[config.mk]
export PLATFORM = sky130hd
export DESIGN_NAME = fft_input_loader_flat
export DESIGN_NICKNAME = d
export VERILOG_FILES = /design/src/rtl/fft_pkg.sv /design/src/rtl/fft_input_loader_if.sv /design/src/rtl/fft_frame_bank.sv /design/src/rtl/fft_input_loader.sv /design/src/flat_wrapper.sv
export SDC_FILE = /design/constraint.sdc
export NUM_CORES = 1
export LEC_CHECK = 0
export CAP_MARGIN = 20
export CORE_UTILIZATION = 45
export DETAILED_ROUTE_END_ITERATION = 10
export GPL_TIMING_DRIVEN = 1
export PLACE_DENSITY = 0.65
export SYNTH_ARGS = -nofsm -noshare
export SYNTH_HDL_FRONTEND = slang
export SYNTH_HIERARCHICAL = 1
export SYNTH_SLANG_ARGS = --single-unit
[constraint.sdc]
create_clock -name clk -period 3.9 [get_ports clk]
set_input_delay 0.78 -clock clk [delete_from_list [all_inputs] [get_ports clk]]
set_output_delay 0.78 -clock clk [all_outputs]
set_load 0.005 [all_outputs]
[src/rtl/fft_pkg.sv]
// fft_pkg: shared FFT loader constants, sample type and bit-reverse helper.
package fft_pkg;
  localparam int DATA_W = 6;
  localparam int N = 8;
  localparam int LOG2N = 3;
  typedef struct packed {
    logic [DATA_W-1:0] re;
    logic [DATA_W-1:0] im;
  } sample_t;
  function automatic logic [LOG2N-1:0] bitrev(input logic [LOG2N-1:0] k);
    logic [LOG2N-1:0] r;
    for (int i = 0; i < LOG2N; i++) r[i] = k[LOG2N-1-i];
    return r;
  endfunction
endpackage

[src/rtl/fft_input_loader_if.sv]
// fft_input_loader_if: sample stream in, parallel frame out, both valid/ready.
interface fft_input_loader_if;
  import fft_pkg::*;
  logic              in_valid;
  logic              in_ready;
  logic [DATA_W-1:0] in_re;
  logic [DATA_W-1:0] in_im;
  logic              out_valid;
  logic              out_ready;
  logic [N*DATA_W-1:0] out_re;
  logic [N*DATA_W-1:0] out_im;
  modport master (output in_valid, in_re, in_im, out_ready, input in_ready, out_valid, out_re, out_im);
  modport slave (input in_valid, in_re, in_im, out_ready, output in_ready, out_valid, out_re, out_im);
endinterface

[src/rtl/fft_frame_bank.sv]
// fft_frame_bank: one N-entry re/im register bank with slot write and flat read.
module fft_frame_bank
  import fft_pkg::*;
(
  input  logic                clk,
  input  logic                rst,
  input  logic                we,
  input  logic [LOG2N-1:0]    addr,
  input  sample_t             din,
  output logic [N*DATA_W-1:0] re,
  output logic [N*DATA_W-1:0] im
);
  always_ff @(posedge clk or posedge rst)
    if (rst) begin
      re <= '0;
      im <= '0;
    end else if (we) begin
      re[addr*DATA_W +: DATA_W] <= din.re;
      im[addr*DATA_W +: DATA_W] <= din.im;
    end
endmodule

[src/rtl/fft_input_loader.sv]
// fft_input_loader: ping-pong frame assembler for the 8-point FFT; BITREV_EN selects bit-reversed slot order.
module fft_input_loader
  import fft_pkg::*;
(
  input logic clk,
  input logic rst,
  fft_input_loader_if.slave bus
);
  logic [1:0] full;
  logic wb, rb, acc, xfer, last;
  logic [LOG2N-1:0] cnt, slot;
  logic [N*DATA_W-1:0] re0, im0, re1, im1;
  sample_t din;
  assign bus.in_ready  = !full[wb];
  assign bus.out_valid = full[rb];
  assign acc  = bus.in_valid && bus.in_ready;
  assign xfer = bus.out_valid && bus.out_ready;
  assign last = cnt == LOG2N'(N-1);
  assign din  = '{re: bus.in_re, im: bus.in_im};
`ifdef BITREV_EN
  assign slot = bitrev(cnt);
`else
  assign slot = cnt;
`endif
  fft_frame_bank u_bank0 (.clk(clk), .rst(rst), .we(acc && !wb), .addr(slot), .din(din), .re(re0), .im(im0));
  fft_frame_bank u_bank1 (.clk(clk), .rst(rst), .we(acc && wb), .addr(slot), .din(din), .re(re1), .im(im1));
  assign bus.out_re = rb ? re1 : re0;
  assign bus.out_im = rb ? im1 : im0;
  // accept and transfer always touch different banks, so set and clear never collide
  always_ff @(posedge clk or posedge rst)
    if (rst) begin
      full <= '0;
      wb   <= 1'b0;
      rb   <= 1'b0;
      cnt  <= '0;
    end else begin
      full <= (full & ~{xfer && rb, xfer && !rb}) | {acc && last && wb, acc && last && !wb};
      cnt  <= cnt + LOG2N'(acc);
      wb   <= wb ^ (acc && last);
      rb   <= rb ^ xfer;
    end
endmodule
[src/flat_wrapper.sv]
// flat-port wrapper written by rule: the top's interface ports become plain ports
module fft_input_loader_flat import fft_pkg::*;
  (clk, rst, bus_in_valid, bus_in_re, bus_in_im, bus_out_ready, bus_in_ready, bus_out_valid, bus_out_re, bus_out_im);
  fft_input_loader_if bus_i ();
  input logic clk;
  input logic rst;
  input wire logic [$bits(bus_i.in_valid)-1:0] bus_in_valid;
  input wire logic [$bits(bus_i.in_re)-1:0] bus_in_re;
  input wire logic [$bits(bus_i.in_im)-1:0] bus_in_im;
  input wire logic [$bits(bus_i.out_ready)-1:0] bus_out_ready;
  output wire logic [$bits(bus_i.in_ready)-1:0] bus_in_ready;
  output wire logic [$bits(bus_i.out_valid)-1:0] bus_out_valid;
  output wire logic [$bits(bus_i.out_re)-1:0] bus_out_re;
  output wire logic [$bits(bus_i.out_im)-1:0] bus_out_im;
  assign bus_i.in_valid = bus_in_valid;
  assign bus_i.in_re = bus_in_re;
  assign bus_i.in_im = bus_in_im;
  assign bus_i.out_ready = bus_out_ready;
  assign bus_in_ready = bus_i.in_ready;
  assign bus_out_valid = bus_i.out_valid;
  assign bus_out_re = bus_i.out_re;
  assign bus_out_im = bus_i.out_im;
  fft_input_loader u_core (.clk(clk), .rst(rst), .bus(bus_i));
endmodule
==> run metrics, run 1 <==
status finished, violations left; violated checks design-rule violations; slew at the pin closest to its max-slew limit just over 0.9 ns; Final period util 93.17%; switching fraction of total power 47.98%; Internal 7.645 mW; PwrDens 1030 nW/um^2; Num Clock Sinks between 150 and 200; Final Core Density 54.61%; met2 usage 41.46%; die area 27350 sq um; Post-synth EDFFs 0; CTS tree done; Sw Pwr 7.052 mW; Placer Congestion between 0.9 and 1; final WL 36.73 mm; Critical Path RT 4.22 ns; Filler cells 2278; DP HPWL 26.99 mm; DR iter-0 viols 960; postcts setup bufs 0; CP Class register to register; max-cap viol count 0; final critical-path required period 3.634 ns; I/O Buffers 113; top_reg_cell synth dfrtp_1; crit-path max FO 9; Core Box Area between 20000 and 30000 sq um; GR Layer Usage met1 between 30% and 40%; synth warn 6; register bit total from synthesis 199; Clock Skew 0.009419 ns; RSZ-0062 raised after global routing false; H-Tree Depth 4; CTS Buffer Depth 2; clk_lat worst skew around 0.43 ns; Hold-fix buffers, CTS 0; Via density approximately 6; largest net degree at the start of global routing 83; Wirelength per Cell ~24 um; DR vias 9166; CP endpoint kind register; number of global-route vias before repair 8960; initial antenna violation count 0; Total GRT Usage approximately 28%; Worst Hold Class register to register; first-pass GRT wire length 56.03 mm; fin. max-slew vios 0; clk slew on worst S/H paths about 0.080 ns; Achievable Freq 0.2752 GHz; Rel. slew slack 37.81%; die width roughly 170 um; Seq pwr share 22.5%; root buf cell clkbuf_16; syn nets 1090; Setup violations, final 0; sequential share of the synthesized area 41.46%; Register Area between 4000 and 5000 sq um; Overflow after GRT 0; die height approximately 170 um; first drt pass iteration count 11; share of cells above drive strength 1 29.15%; Worst Path Arrival between 3 and 4 ns; met3 Use GR 4.745%; Initial Utilization around 46%; antenna viol nets, final 0; Unique masters post-synth 86; mapped cell area between 10000 and 15000 sq um; I/O pin count ~110; maximum vdd drop 0.6226 mV; Fin. Hold Viols 0; Comb power frac 65.4%; async set-or-reset flop fraction in the synthesized netlist 100.0%; synth-to-layout area growth 18.81%; CTS buffer count 17; Syn Area/Cell roughly 11 sq um; drc violations 18; Post-Syn Instances roughly 1100; Antenna Cells 0; setup TNS 0 ns; P_leak 6.558 nW; cts repair resizes 0; busiest layer in global routing met2; clock network power share 12.1%; area of the multi-input gates 6643 sq um; fin nets 1217; CP startpoint kind register; num rows 59
-- registers in the layout (all words and copies together) (netlist names) --
name               count
u_core/u_bank1/re     48
u_core/full            2
u_core/rb              1
u_core/u_bank0/re     48
u_core/u_bank1/im     48
u_core/u_bank0/im     48
u_core/cnt             3
u_core/wb              1
-- logic make-up (layout without fill, tap and decap cells) --
group,count (synthesis),after routing,share of synthesized area (%)
mux,299,299,28.98
compound gates,181,181,10.95
fa+ha+maj,20,20,2.208
buf+inv,78,218,3.240
xor+xnor,15,15,1.875
simple gates,262,262,11.29
flops,199,199,41.46
-- power by group through the flow --
stage	Clock (mW)	Sequential [mW]	Combinational (mW)
final	1.78	3.31	9.61
after global routing	1.90	3.41	10.3
after CTS	1.81	3.32	9.44
after detailed placement	0	3.36	9.38
after global placement	0	3.33	9.38
after floorplan	0	3.10	6.29
-- cells in the final DEF, fill, tap and decap left out, drive strengths merged, types with 7 or more instances in the layout --
cell type / synthesis / routed
mux2i: 20 / 20
xnor2: 9 / 9
a21oi: 27 / 27
buf: 31 / 46
o21ai: 32 / 32
nand2: 80 / 80
o22ai: 29 / 29
ha: 18 / 18
a22oi: 8 / 8
inv: 27 / 37
nor2b: 11 / 11
clkbuf: 20 / 19
a22o: 9 / 9
nand3: 26 / 26
nor3: 24 / 24
nand2b: 11 / 11
mux2: 279 / 279
clkdlybuf4s50: 0 / 113
and2: 10 / 10
a21o: 10 / 10
nor4: 7 / 7
a31oi: 17 / 17
nor2: 61 / 61
dfrtp: 199 / 199
-- area by class of cell --
type	instances	area share, %
clock buffer	19	3.104
clock inverter	13	1.026
inverter	27	0.7452
multi-input combinational	777	46.55
sequential	199	34.93
tap	335	2.937
timing repair buffer	159	10.71
-- synthesized netlist by cell type, types with 11 or more instances --
cell	n	area (sq um)
mux2_4	37	555.5
ha_1	18	225.2
mux2_1	55	619.3
buf_2	17	85.08
nor3_1	16	80.08
nand2_1	79	296.5
a31oi_1	15	93.84
clkbuf_1	20	75.07
dfrtp_1	199	4980
nor2_1	60	225.2
nor2b_1	11	68.82
a21oi_1	26	130.1
inv_1	27	101.4
mux2_2	187	2106
o22ai_1	29	181.4
o21ai_0	25	125.1
nand2b_1	11	68.82
mux2i_1	20	200.2
nand3_1	25	125.1
-- worst paths after layout --
kind / startpoint / end / slack, ns / depth (start not counted)
worst min-delay path: u_core/u_bank0/re[25] / u_core/u_bank0/re[25] / 0.49 / 1
worst max register to register: u_core/cnt[1] / u_core/u_bank1/re[46] / 0.27 / 9
min in group asynchronous: rst / u_core/wb / 0.79 / 2
worst min register to register: u_core/u_bank0/re[25] / u_core/u_bank0/re[25] / 0.49 / 1
max in group asynchronous: rst / u_core/u_bank0/re[10] / 2.20 / 4
worst max-delay path: u_core/cnt[1] / u_core/u_bank1/re[46] / 0.27 / 9
-- per-stage QoR --
step / hold WS [ns] / setup slack, ns / instances / cell area, sq um / power, mW
floorplan: 0.4429 / 0.4864 / 1054 / 12010 / 9.397
global placement: 0.4636 / 0.002790 / 1493 / 13610 / 12.71
detailed placement: 0.4669 / 0.3596 / 1495 / 13630 / 12.74
CTS: 0.4893 / 0.3407 / 1527 / 14220 / 14.57
global route: 0.5046 / 0.1240 / 1529 / 14270 / 15.57
finish: 0.4892 / 0.2662 / 1529 / 14270 / 14.70
-- worst max-delay path, cell delays in order (launching register included) --
cell	delay, ns
dfrtp_1	0.46
ha_1	0.30
fa_1	0.48
xor2_4	0.19
nor3_1	0.16
ha_1	0.37
inv_1	0.25
nand2_1	0.37
nor4_2	0.53
mux2_2	0.40
-- per-layer routing --
layer / vias to the layer above / share of wire (%) / wire length [um]
li1: 4113 / - / -
met1: 4561 / 45 / 16610
met2: 426 / 44 / 16160
met3: 66 / 6.9 / 2526
met4: 0 / 3.9 / 1436
met5: - / 0 / 0
Note: power is estimated with default switching activity, not from simulation.
==> inputs of run 2 (changes only) <==
PLACE_DENSITY = 0.66   (was 0.65)
SYNTH_HIERARCHICAL = unset   (was 1)
==> run 2 against run 1 <==
Against the previous run: the run still ends with design-rule violations left; maximum frequency rose by 1.9%; first-iteration DRC count fell by 45%; critical path depth fell by 1; global-route usage fell by 4.3 points; setup slack improved by 0.069 ns; sequential power fell by 5%; largest power group unchanged.
==> run metrics, run 2 <==
status finished, violations left; violated checks design-rule violations; Worst Reg-to-Reg Cells 8; mapped cell area 10150 sq um; Worst Hold Class register to register; Worst path max stage delay around 0.6 ns; Num Clock Sinks 199; die width 152.2 um; first drt pass iteration count 9; fin. max-slew vios 0; async set-or-reset flop fraction in the synthesized netlist 100.0%; clk_lat worst skew around 0.44 ns; Initial Utilization 46.23%; overall power roughly 12 mW; setup TNS 0 ns; Clock Skew about 0.0082 ns; maximum vdd drop 0.6684 mV; number of global-route vias before repair 7295; Area contributors post-synth dfrtp_1, mux2_2, nor2_1, ha_1, nand2_1; top_reg_cell synth dfrtp_1; reg2reg setup slack 0.34 ns; clk slew on worst S/H paths 0.07 ns; PwrDens 976.5 nW/um^2; slew at the pin closest to its max-slew limit 1.028 ns; synth-to-layout area growth 22.84%; Placer Congestion 0.9635; Core Box Area 21960 sq um; CP cell instances ha_1, fa_1, or3_1, xnor2_2, buf_4, nor2_1, a32oi_1, mux2_2; Synth area leader dfrtp_1; CP endpoint u_core.u_bank0.re[36]; CTS Buffer Depth 2; DP HPWL 18.61 mm; Critical Path RT 4.22 ns; DR vias 7188; CP startpoint kind register; met3 Use GR 4.892%; GR Layer Usage met1 34.11%; met2 usage between 30% and 40%; crit-path max FO 9; RR Endpoint u_core.u_bank0.re[36]; delay-heaviest family, CP adder cells; CP Class register to register; num rows between 50 and 60; Wirelength per Cell 21.25 um; largest net degree at the start of global routing 96; Post-Syn Instances 809; Unique masters post-synth 53; most frequent cells in the layout mux2_2, dfrtp_1, clkdlybuf4s50_1; Worst Path Arrival roughly 3.9 ns; H-Tree Depth 4; CTS tree done; first-pass GRT wire length around 43 mm; CP max stage cell or3_1; logic depth of the worst path, buffers included 8; Achievable Freq 0.2806 GHz; R2R Path Start u_core.cnt[1]; I/O pin count around 110; I/O Buffers approximately 110; root buf cell clkbuf_16; Yosys top cell area share 49.06%; Fin. Hold Viols 0; initial antenna violation count 0; die area ~23000 sq um; top cells by instance count after synthesis mux2_2, dfrtp_1, nor2_1; leading cell type in the layout, fill and taps excluded mux2_2; Overflow after GRT 0; CP endpoint kind register; Final period util 91.39%; Total GRT Usage 23.64%; P_leak 5.777 nW; antenna viol nets, final 0; share of cells above drive strength 1 roughly two fifths; Antenna Cells 0; die height 152.2 um; synth warn 0; worst setup path start u_core.cnt[1]; Via density 5.825; fin nets 970; Setup violations, final 0; CTS buffer count 17; final WL 26.22 mm; Post-synth EDFFs 0; final critical-path required period 3.564 ns; drc violations 9; syn nets about 840; CP bufs+invs 1; DR iter-0 viols roughly 530; sequential share of the synthesized area between 40% and 50%; Rel. slew slack 31.47%; busiest layer in global routing met2; register bit total from synthesis 199; most common cell in the synthesized netlist mux2_2; max-cap viol count 0; Syn Area/Cell approximately 13 sq um; RSZ-0062 raised after global routing false
run 2: cell types whose count changed after synthesis, moves of 10 or more:
cell / change
mux2_2: +96
mux2_1: -55
nand2_1: -46
mux2_4: -37
a21oi_1: -21
o22ai_1: -20
nor2_1: -19
inv_1: -15
buf_2: -12
o21ai_0: -12
mux2i_1: -11
nand3_1: -10
run 2: worst min path at each step:
| stage | start | to | slack, ns | cells past startpoint |
|---|---|---|---|---|
| after floorplan | u_core.u_bank1.im[16] | u_core.u_bank1.im[16] | 0.47 | 1 |
| after global placement | u_core.u_bank0.im[37] | u_core.u_bank0.im[37] | 0.48 | 1 |
| after detailed placement | u_core.u_bank1.re[44] | u_core.u_bank1.re[44] | 0.49 | 1 |
| after CTS | u_core.u_bank1.im[29] | u_core.u_bank1.im[29] | 0.50 | 1 |
| after global routing | u_core.u_bank0.im[0] | u_core.u_bank0.im[0] | 0.52 | 1 |
| final | u_core.u_bank0.im[37] | u_core.u_bank0.im[37] | 0.50 | 1 |
run 2: cell families after synthesis:
group / share of synthesized area (%)
compound gates: 6.187
xor+xnor: 0.9862
fa+ha+maj: 1.676
buf+inv: 2.021
flops: 49.06
mux: 32.28
simple gates: 7.790
run 2: cell type report:
type,instances,area [sq um]
Timing Repair Buffer,152,1461
Sequential cell,199,4984
Clock inverter,15,214.0
Fill cell,1842,9489
Multi-Input combinational cell,557,4979
Tap cell,280,350.3
Clock buffer,17,425.4
Inverter,14,56.30
run 2: per-layer routing:
layer  wire length [um]  share of wire (%)
met5                  0                  0
met4                498                1.9
met3               1501                5.7
met2              11850                 45
met1              12380                 47
run 2: repair_timing:
item / 4_1_cts / 5_1_grt
resized for setup: 0 / 1
hold buffers: 0 / 0
setup endpoints to repair: 0 / 2
buffers inserted: 0 / 0
run 2: report_power, final:
part / internal, mW / switching [mW] / leakage, nW / total (mW)
Combinational: 3.06 / 4.08 / 2.79 / 7.14
Clock: 1.04 / 0.860 / 0.313 / 1.90
Sequential: 2.73 / 0.399 / 2.68 / 3.13
run 2: metrics by stage:
| step | hold slack (ns) | setup slack (ns) | util (%) | area [sq um] | cells |
|---|---|---|---|---|---|
| final | 0.5033 | 0.3356 | 56.79 | 12470 | 1234 |
| after global routing | 0.5200 | 0.04192 | 56.79 | 12470 | 1234 |
| after CTS | 0.5048 | 0.3221 | 56.76 | 12460 | 1234 |
| after detailed placement | 0.4867 | 0.3431 | 53.85 | 11830 | 1202 |
| after global placement | 0.4820 | 0.4186 | 53.85 | 11830 | 1202 |
| after floorplan | 0.4736 | 0.2479 | - | 10150 | 809 |
==> inputs of run 3 (changes only) <==
CELL_PAD_IN_SITES_DETAIL_PLACEMENT = 0   (was unset)
CELL_PAD_IN_SITES_GLOBAL_PLACEMENT = 1   (was unset)
HOLD_SLACK_MARGIN = 0.12   (was unset)
PLACE_DENSITY = unset   (was 0.66)
PLACE_DENSITY_LB_ADDON = 0.1   (was unset)
==> run 3 against run 2 <==
Against the previous run: the run still ends with design-rule violations left; critical path depth increased by 3; final cell count increased by 0.16%; clock power decreased by 8%; combinational power increased by 1%; global-route usage increased by 1.6 points; clock skew increased by 0.0059 ns; count of clock-buffer cells in the layout unchanged; wire length increased by 6.9%; die area unchanged; sequential power increased by 1%; critical path type unchanged.
==> run metrics, run 3 (synthesized netlist as in run 2, its figures left out) <==
status finished, violations left; violated checks design-rule violations; maximum vdd drop 0.6134 mV; DR vias a little over 7000; hold path start u_core.u_bank0.re[14]; RR Endpoint u_core.u_bank0.re[3]; H-Tree Depth 4; CP endpoint kind register; Clock Skew 0.01407 ns; Hold-fix buffers, CTS 0; reg2reg setup slack 0.20 ns; Antenna Cells 0; placed instance area 11840 sq um; setup TNS 0 ns; Core Box Area 21960 sq um; max-cap viol count 0; DR iter-0 viols 402; Final period util 94.96%; hold path depth 1; I/O Buffers between 100 and 150; slew at the pin closest to its max-slew limit roughly 1.1 ns; Placer Congestion 0.9223; Overflow after GRT 0; drc violations 7; P_leak 5.757 nW; RSZ-0062 raised after global routing false; Worst Hold Class register to register; Fin. Hold Viols 0; Wirelength per Cell 22.68 um; Total GRT Usage 25.21%; CTS tree done; I/O pin count 114; final hold slack 0.5040 ns; share of cells above drive strength 1 38.49%; Initial Utilization a little under half; R2R Path Start u_core.cnt[1]; fin. max-slew vios 0; DP HPWL 20.49 mm; cts repair resizes 0; Worst Reg-to-Reg Cells 11; root buf cell clkbuf_16; Via density 5.869; Rel. slew slack a little under a quarter; clk slew on worst S/H paths ~0.080 ns; leading cell type in the layout, fill and taps excluded mux2_2; final WL 28.03 mm; Num Clock Sinks 199; postcts setup bufs 0; initial antenna violation count 0; WHS Endpoint u_core.u_bank0.re[14]; largest net degree at the start of global routing 130; die width between 150 and 200 um; die height between 150 and 200 um; first-pass GRT wire length 45.14 mm; PwrDens just under 1000 nW/um^2; Setup violations, final 0; CTS buffer count 17; crit-path max FO 6; die area 23160 sq um; most frequent cells in the layout mux2_2, dfrtp_1, clkdlybuf4s50_1; CTS Buffer Depth 2; number of global-route vias before repair 7846; Critical Path RT 4.22 ns; final critical-path required period 3.703 ns; CP startpoint kind register; clk_lat worst skew around 0.44 ns; Worst Path Arrival 4.02 ns; num rows 54; antenna viol nets, final 0; fin nets 973; Achievable Freq 0.2700 GHz; first drt pass iteration count 9; CP Class register to register; Filler cells 1825; synth-to-layout area growth 22.30%; Final Cell Area 12410 sq um
run 3: cell count changes in the layout (fill, tap and decap cells not counted), sizes merged:
cell | previous run | this run
buf | 39 | 42
inv | 16 | 17
clkinv | 9 | 10
bufinv | 3 | 0
run 3: worst max-delay path, stage by stage, from the launching register on:
cell	delay (ns)
dfrtp_1	0.46
ha_1	0.24
fa_1	0.50
nand2b_1	0.24
nor2_1	0.15
ha_1	0.27
buf_4	0.17
nor4b_1	0.31
nand4_1	0.19
nor2_1	0.38
a21o_1	0.29
mux2_2	0.37
run 3: metrics by stage:
stage | power [mW] | utilization (%) | setup slack [ns] | cells
after detailed placement | 10.37 | 53.90 | 0.2996 | 1205
after floorplan | 7.387 | - | 0.2479 | 809
after global placement | 10.31 | 53.90 | 0.2826 | 1205
final | 12.14 | 56.54 | 0.1966 | 1236
after global routing | 12.89 | 56.54 | 0.03525 | 1236
after CTS | 12.17 | 56.54 | 0.2514 | 1236
run 3: worst max path at each step:
stage	from	endpoint	slack, ns	cells after the start
after floorplan	u_core.cnt[0]	u_core.u_bank0.im[24]	0.25	12
after global placement	u_core.cnt[1]	u_core.u_bank0.im[2]	0.28	11
after detailed placement	u_core.cnt[1]	u_core.u_bank0.re[3]	0.30	11
after CTS	u_core.cnt[1]	u_core.u_bank0.re[3]	0.25	11
after global routing	u_core.cnt[1]	u_core.u_bank0.re[3]	0.04	11
final	u_core.cnt[1]	u_core.u_bank0.re[3]	0.20	11
run 3: routing by layer:
layer / share of wire [%] / global-route usage (%) / wire length, um
met4: 2.0 / 7.726 / 567
met3: 5.0 / 4.721 / 1392
met5: 0 / 0 / 0
met2: 50 / 43.52 / 14020
met1: 43 / 32.10 / 12040
run 3: report_power, final:
group / switching [mW] / internal (mW) / total (mW) / leakage, nW
Combinational: 4.15 / 3.08 / 7.23 / 2.79
Clock: 0.895 / 0.857 / 1.75 / 0.284
Sequential: 0.434 / 2.73 / 3.17 / 2.68
Total: 5.48 / 6.66 / 12.1 / 5.76
run 3: layout make-up:
class / instances / area (sq um) / area share [%]
clock buffer: 17 / 425.4 / 3.427
inverter: 14 / 56.30 / 0.4535
multi-input combinational: 557 / 4974 / 40.06
sequential: 199 / 4984 / 40.14
tap: 280 / 350.3 / 2.822
clock inverter: 14 / 153.9 / 1.240
timing repair buffer: 155 / 1471 / 11.85
